[config.mk]
export PLATFORM = sky130hd
export DESIGN_NAME = cnt_valley_hold
export DESIGN_NICKNAME = d
export VERILOG_FILES = /design/src/rtl/cnt_valley_hold.sv
export SDC_FILE = /design/constraint.sdc
export NUM_CORES = 1
export LEC_CHECK = 0
export ABC_AREA = 1
export CORE_MARGIN = 2
export CORE_UTILIZATION = 51
export DETAILED_ROUTE_END_ITERATION = 10
export GPL_ROUTABILITY_DRIVEN = 0
export HOLD_SLACK_MARGIN = 0.05
export PLACE_DENSITY = 0.92
export SETUP_SLACK_MARGIN = 0.02
export SLEW_MARGIN = 10
export SYNTH_ARGS = -nofsm -noshare
export SYNTH_HDL_FRONTEND = slang
export SYNTH_SLANG_ARGS = --single-unit
export TNS_END_PERCENT = 1
[constraint.sdc]
create_clock -name clk_i -period 2.2 [get_ports clk_i]
set_input_delay 0.22 -clock clk_i [delete_from_list [all_inputs] [get_ports clk_i]]
set_output_delay 0.22 -clock clk_i [all_outputs]
set_load 0.005 [all_outputs]
[src/rtl/cnt_valley_hold.sv]
// Purpose : minimum-tracking hold counter with a windowed snapshot report.
// Latency : out_o is 1 cycle after the sample; rpt_valid_o rises on the edge that captures the closing sample.
// Backpressure: one report slot; a close while full and not accepted drops the new snapshot and counts it.
//
// Ports:
//   clk_i        rising-edge clock
//   rst_ni       asynchronous active-low reset
//   cond_i       sample enable
//   inp_i        sample value (unsigned)
//   out_o        held minimum x (registered)
//   rpt_valid_o  report pending
//   rpt_ready_i  consumer accepts the report
//   rpt_data_o   report snapshot (stable while valid and not ready)
//   rpt_drop_o   dropped-report count, saturating at 255

module cnt_valley_hold #(
    parameter int WIDTH  = 16,
    parameter int WINDOW = 8,
    parameter int STEP   = 1
) (
    input  logic             clk_i,
    input  logic             rst_ni,
    input  logic             cond_i,
    input  logic [WIDTH-1:0] inp_i,
    output logic [WIDTH-1:0] out_o,
    output logic             rpt_valid_o,
    input  logic             rpt_ready_i,
    output logic [WIDTH-1:0] rpt_data_o,
    output logic [7:0]       rpt_drop_o
);

    localparam int                CW       = $clog2(WINDOW);
    localparam logic [CW-1:0]     CNT_LAST = CW'(WINDOW - 1);
    localparam logic [WIDTH:0]    STEP_X   = (WIDTH + 1)'(STEP);
    localparam logic [WIDTH-1:0]  X_MAX    = '1;

    typedef enum logic {
        EMPTY = 1'b0,
        FULL  = 1'b1
    } rpt_state_e;

    logic [WIDTH-1:0] x_q, x_d;
    logic [CW-1:0]    cnt_q, cnt_d;
    rpt_state_e       state_q, state_d;
    logic [WIDTH-1:0] data_q, data_d;
    logic [7:0]       drop_q, drop_d;

    logic [WIDTH:0]   rise_sum;
    logic [WIDTH-1:0] x_upd;
    logic             close;

    // Sample datapath: load on a strictly lower sample, otherwise rise.
    // The sum carries one extra bit so the rise clamps at full scale
    // instead of wrapping; STEP < 2^WIDTH keeps the carry a single bit.
    always_comb begin
        rise_sum = {1'b0, x_q} + STEP_X;
        if (inp_i < x_q) begin
            x_upd = inp_i;
        end else if (rise_sum[WIDTH]) begin
            x_upd = X_MAX;
        end else begin
            x_upd = rise_sum[WIDTH-1:0];
        end

        close = cond_i && (cnt_q == CNT_LAST);

        x_d   = x_q;
        cnt_d = cnt_q;
        if (cond_i) begin
            x_d   = x_upd;
            cnt_d = close ? '0 : cnt_q + CW'(1);
        end
    end

    // Report slot. The snapshot is the post-update value of the closing
    // sample, so it is taken from x_upd rather than x_q.
    always_comb begin
        state_d = state_q;
        data_d  = data_q;
        drop_d  = drop_q;
        unique case (state_q)
            EMPTY: begin
                if (close) begin
                    data_d  = x_upd;
                    state_d = FULL;
                end
            end
            FULL: begin
                if (close) begin
                    if (rpt_ready_i) begin
                        // Old report leaves this edge, new one takes the slot.
                        data_d = x_upd;
                    end else if (drop_q != 8'hFF) begin
                        drop_d = drop_q + 8'd1;
                    end
                end else if (rpt_ready_i) begin
                    state_d = EMPTY;
                end
            end
            default: state_d = EMPTY;
        endcase
    end

    always_ff @(posedge clk_i or negedge rst_ni) begin
        if (!rst_ni) begin
            x_q     <= X_MAX;
            cnt_q   <= '0;
            state_q <= EMPTY;
            data_q  <= '0;
            drop_q  <= '0;
        end else begin
            x_q     <= x_d;
            cnt_q   <= cnt_d;
            state_q <= state_d;
            data_q  <= data_d;
            drop_q  <= drop_d;
        end
    end

    assign out_o       = x_q;
    assign rpt_valid_o = (state_q == FULL);
    assign rpt_data_o  = data_q;
    assign rpt_drop_o  = drop_q;

endmodule
# Word-level counts from Yosys, hierarchy flattened
# Cells that the tools add are included.
# word_totals
inputBits	20
register_bits	44
word_cells	30
out_inout_bits	41
# classes
reduce_logical	3
bitwise	2
n_lt_le_gt_ge	1
mux	11
n_eq_ne	5
n_addsub	3
# op_table
operator	count
$mux 16	5
$pmux 16 s2	1
$add 16x1->17 const B	1
$lt 16x16->1	1
$add 8x1->8 const B	1
$ne 8x8->1 const B	1
$ne 2x2->1 const B	2
$reduce_and 4->1	1
$add 3x1->3 const B	1
$eq 3x3->1 const B	1
$mux 1	3
$mux 3	1
$reduce_and 3->1	1
$ne 2x1->1 const B	1
$not 1->1	2
$pmux 1 s2	1
$logic_and 1x1->1	1

# Longest topological paths before layout
# depth
depth_word	6
depth_mapped	14
ltp_nobuf	13

# Least setup slack after synthesis
# No wires, ideal clock.
# synth_path
path_type	register to register
startpoint	reg x_q[9] (netlist: out_o[9])
endpoint	reg data_q[0] (netlist: rpt_data_o[0])
stages_incl_launch_ff	13
n_path_buf	1
slack_ps	212
t_required_ps	2135
setup_time_ps	65
arrival_time_ps	1923
period_less_slack_ps	1988
path_cell_list	dfstp_2 -> inv_1 -> ha_1 -> nand2_1 -> inv_1 -> o21bai_1 -> a21oi_1 -> nor2_2 -> nand2_1 -> buf_2 -> nand2_1 -> nand3_1 -> nand2_1
# synth_between
elab_chain_cells	6
word_cells_on_any_way	8
classes_between	add/sub: 1; order compare: 1; mux: 6
# synth_lines
element	line_no	source
start: declaration	42	logic [WIDTH-1:0] x_q, x_d;
start signal: assignment	106	x_q <= X_MAX;
start signal: assignment	112	x_q <= x_d;
$add 16x1->17	56	rise_sum = {1'b0, x_q} + STEP_X;
$mux 16	59	end else if (rise_sum[WIDTH]) begin
$mux 16 (*)	57	if (inp_i < x_q) begin
$mux 16	90	if (rpt_ready_i) begin
$mux 16	89	if (close) begin
$pmux 16 s2 (*)	81	unique case (state_q)
end signal: assignment	115	data_q <= data_d;
end: declaration	45	logic [WIDTH-1:0] data_q, data_d;
# Every way passes the cells marked *; elsewhere a longest branch is shown, timed or not. The select of a mux whose other input is x is not followed.
# A chain may end at the register's enable or synchronous reset.

# Worst setup path in the final report
# layout_path
startpoint	reg x_q[3] (netlist: out_o[3])
endpoint	reg data_q[7] (netlist: rpt_data_o[7])
# Same word-level chain as after synthesis.

==> metrics <==
Leak=1.96 nW; Setup WS pre-CTS=0.0868 ns; Req. time, crit path=2.41 ns; final slew viol count=0; slack of the critical path=0.137 ns; initial core utilization=52.3%; CTS buffer count=5; relative slew slack=37.5%; slew of the pin with the lowest slew margin=0.938 ns; initial drt markers=279; Critical Path End=rpt_data_o[7]; Die W=78.7 um; # DRC=0; post-route insts no fill=536; reg-to-reg critical path endpoint=rpt_data_o[7]; Inst Count DP=525; post-synth top area share=24.6%; port bufs=60; maxcap violations=0; vias in the first global route=2,894; Mean Syn Cell Area=7.36 sq um; final wirelength=7930 um; worst-path fanout max=16; Final ANT Viol Nets=0; largest net degree at the start of global routing=45; Tmin final=2.06 ns; H-tree levels=2; Peak VDD IR=0.757 mV; CTS root buf=clkbuf_8; fill count=402; P&R area growth vs syn=32.1%; largest area contributor in the netlist=dfrtp_1; Synth Register Bits=44; IO Count=61; Setup crit start=out_o[3]; Worst Path Arrival=2.27 ns; Mapped Cells=387; die height=78.7 um; TritonCTS clock tree=done; # rows=27; via count=2,896; final setup vio count=0; # nets final=502; grt total ovfl=0; Seq/Total Area, Yosys=39.4%; first-pass iteration count of the detailed router=8; antenna cells=0; class of the worst hold path=in2async; Mapped Area=0.00285 sq mm; Fin. Hold Viols=0; RR Startpoint=out_o[3]; Crit Path Class=reg2reg; worst r2r path cells=11; critical path capture point type=register; first-pass GRT wire length=13,000 um; share of cells above drive strength 1=11.9%; TNS Setup=0 ns; PD cells=1300 mW/mm^2; Yosys warnings=0; overall power=4.87 mW; Synth area leaders=dfrtp_1 25%, nand2_1 17%, dfstp_2 15%; Critical Path Source Type=register; Vias/cell=5.40; fmax=485 MHz; routed len/inst=14.8 um; Tot GR Track Use=26.9%; Cell variety after synth=24; final clock skew=0.0129 ns; Clock Latency Late Sink=0.32 ns; DP HPWL=5760 um; die area=0.00620 sq mm; CTS Hold Bufs=0; Clock transition at path regs=0.10 ns; antenna violations before repair=0; deepest clock path buffer count=2; RSZ-0062 raised after global routing=true; Clock Sinks=44; final critical-path share of the clock period=93.8%; Worst R2R Setup Slack=0.14 ns; Mapped Nets=426; Core Box Area=0.00544 sq mm; status=finished, final reports clean
synthesized netlist by cell type, drive strengths merged:
| cell type | instances |
|---|---|
| nand2 | 134 |
| nor2 | 33 |
| dfstp | 16 |
| o21bai | 1 |
| nor3b | 1 |
| a21oi | 8 |
| nor3 | 7 |
| o21ai | 2 |
| xor2 | 11 |
| mux2 | 1 |
| inv | 46 |
| nand4 | 7 |
| xnor2 | 5 |
| ha | 19 |
| buf | 6 |
| nand3 | 59 |
| clkbuf | 2 |
| dfrtp | 28 |
| clkinv | 1 |
where the power goes:
group          switching (mW)  leakage, nW  internal (mW)
registers               0.302        0.525           1.25
clock network           0.311       0.0614          0.372
logic                    1.38         1.37           1.26
total                    1.99         1.96           2.88
metal layers:
metal  global-route usage [%]  up-vias  part of all wire (%)  routed length (um)
met4                     18.6        0                   4.9                 386
met3                     4.20       39                   6.8                 542
li1                         -     1378                     -                   -
met2                     44.7      144                    49                3880
met1                     31.9     1335                    39                3120
met5                        0        -                     0                   0
kinds of logic after synthesis:
kind of cell / after synthesis / synth area share (%)
simple gates: 241 / 37.4
fa+ha+maj: 19 / 8.35
buf+inv: 55 / 7.52
xor+xnor: 16 / 4.92
mux: 1 / 0.396
compound gates: 11 / 2.02
flops: 44 / 39.4
worst max-delay path, cell delays in order, from the launching register on:
cell and delay, ns:
dfstp_2 0.60, inv_1 0.11, ha_1 0.32, a21oi_1 0.16, nand2_1 0.07, nand2_1 0.06
nand2_1 0.06, nand2_2 0.08, buf_6 0.18, nand3_1 0.11, nand3_1 0.14, nand2_1 0.06
worst min-delay path by stage:
stage	startpoint	end	slack [ns]	cells past startpoint
after floorplan	rst_ni	cnt_q[0]	-0.08	0
after global placement	rst_ni	rpt_data_o[12]	0.40	1
after detailed placement	rst_ni	rpt_data_o[12]	0.41	1
after CTS	rst_ni	rpt_data_o[12]	0.07	1
after global routing	rst_ni	rpt_data_o[12]	0.13	1
final	rst_ni	rpt_data_o[12]	0.03	1
registers in the layout, summed over array words and instances, names as in the netlist:
| name | flops |
|---|---|
| rpt_data_o | 16 |
| rpt_drop_o | 8 |
| out_o | 16 |
| rpt_valid_o | 1 |
| cnt_q | 3 |
final cells by class:
cell class	count	area, sq um	share of cell area (%)
clock inverters	2	38.8	1.03
inverters	47	176	4.69
clock buffers	6	82.6	2.20
multi-input cells	288	1510	40.2
well taps	72	90.1	2.40
repair buffers	77	739	19.7
flip-flops and latches	44	1120	29.8
layout by cell type (no fill, tap or decap), drive strengths merged, types with 2 or more instances in the layout:
cell,synthesis,final
dfrtp,28,28
nor2,33,33
nand4,7,7
a21oi,8,8
clkinv,1,2
clkbuf,2,6
inv,46,46
o21ai,2,2
buf,6,18
xnor2,5,5
clkdlybuf4s50,0,59
ha,19,19
nand2,134,134
xor2,11,11
nor3,7,7
dfstp,16,16
nand3,59,59
metrics by stage:
step | cell area, sq um | util, % | hold slack, ns
finish | 3760 | 69.1 | 0.0260
global route | 3760 | 69.1 | 0.130
CTS | 3730 | 68.6 | 0.0742
detailed placement | 3610 | 66.4 | 0.415
global placement | 3610 | 66.4 | 0.402
floorplan | 2850 | - | -0.0756
what timing repair did:
action	4_1_cts	5_1_grt
setup endpoints to repair	0	13
gates resized for setup	0	1
setup buffers	0	3
Power figures use the tool's default switching activity.
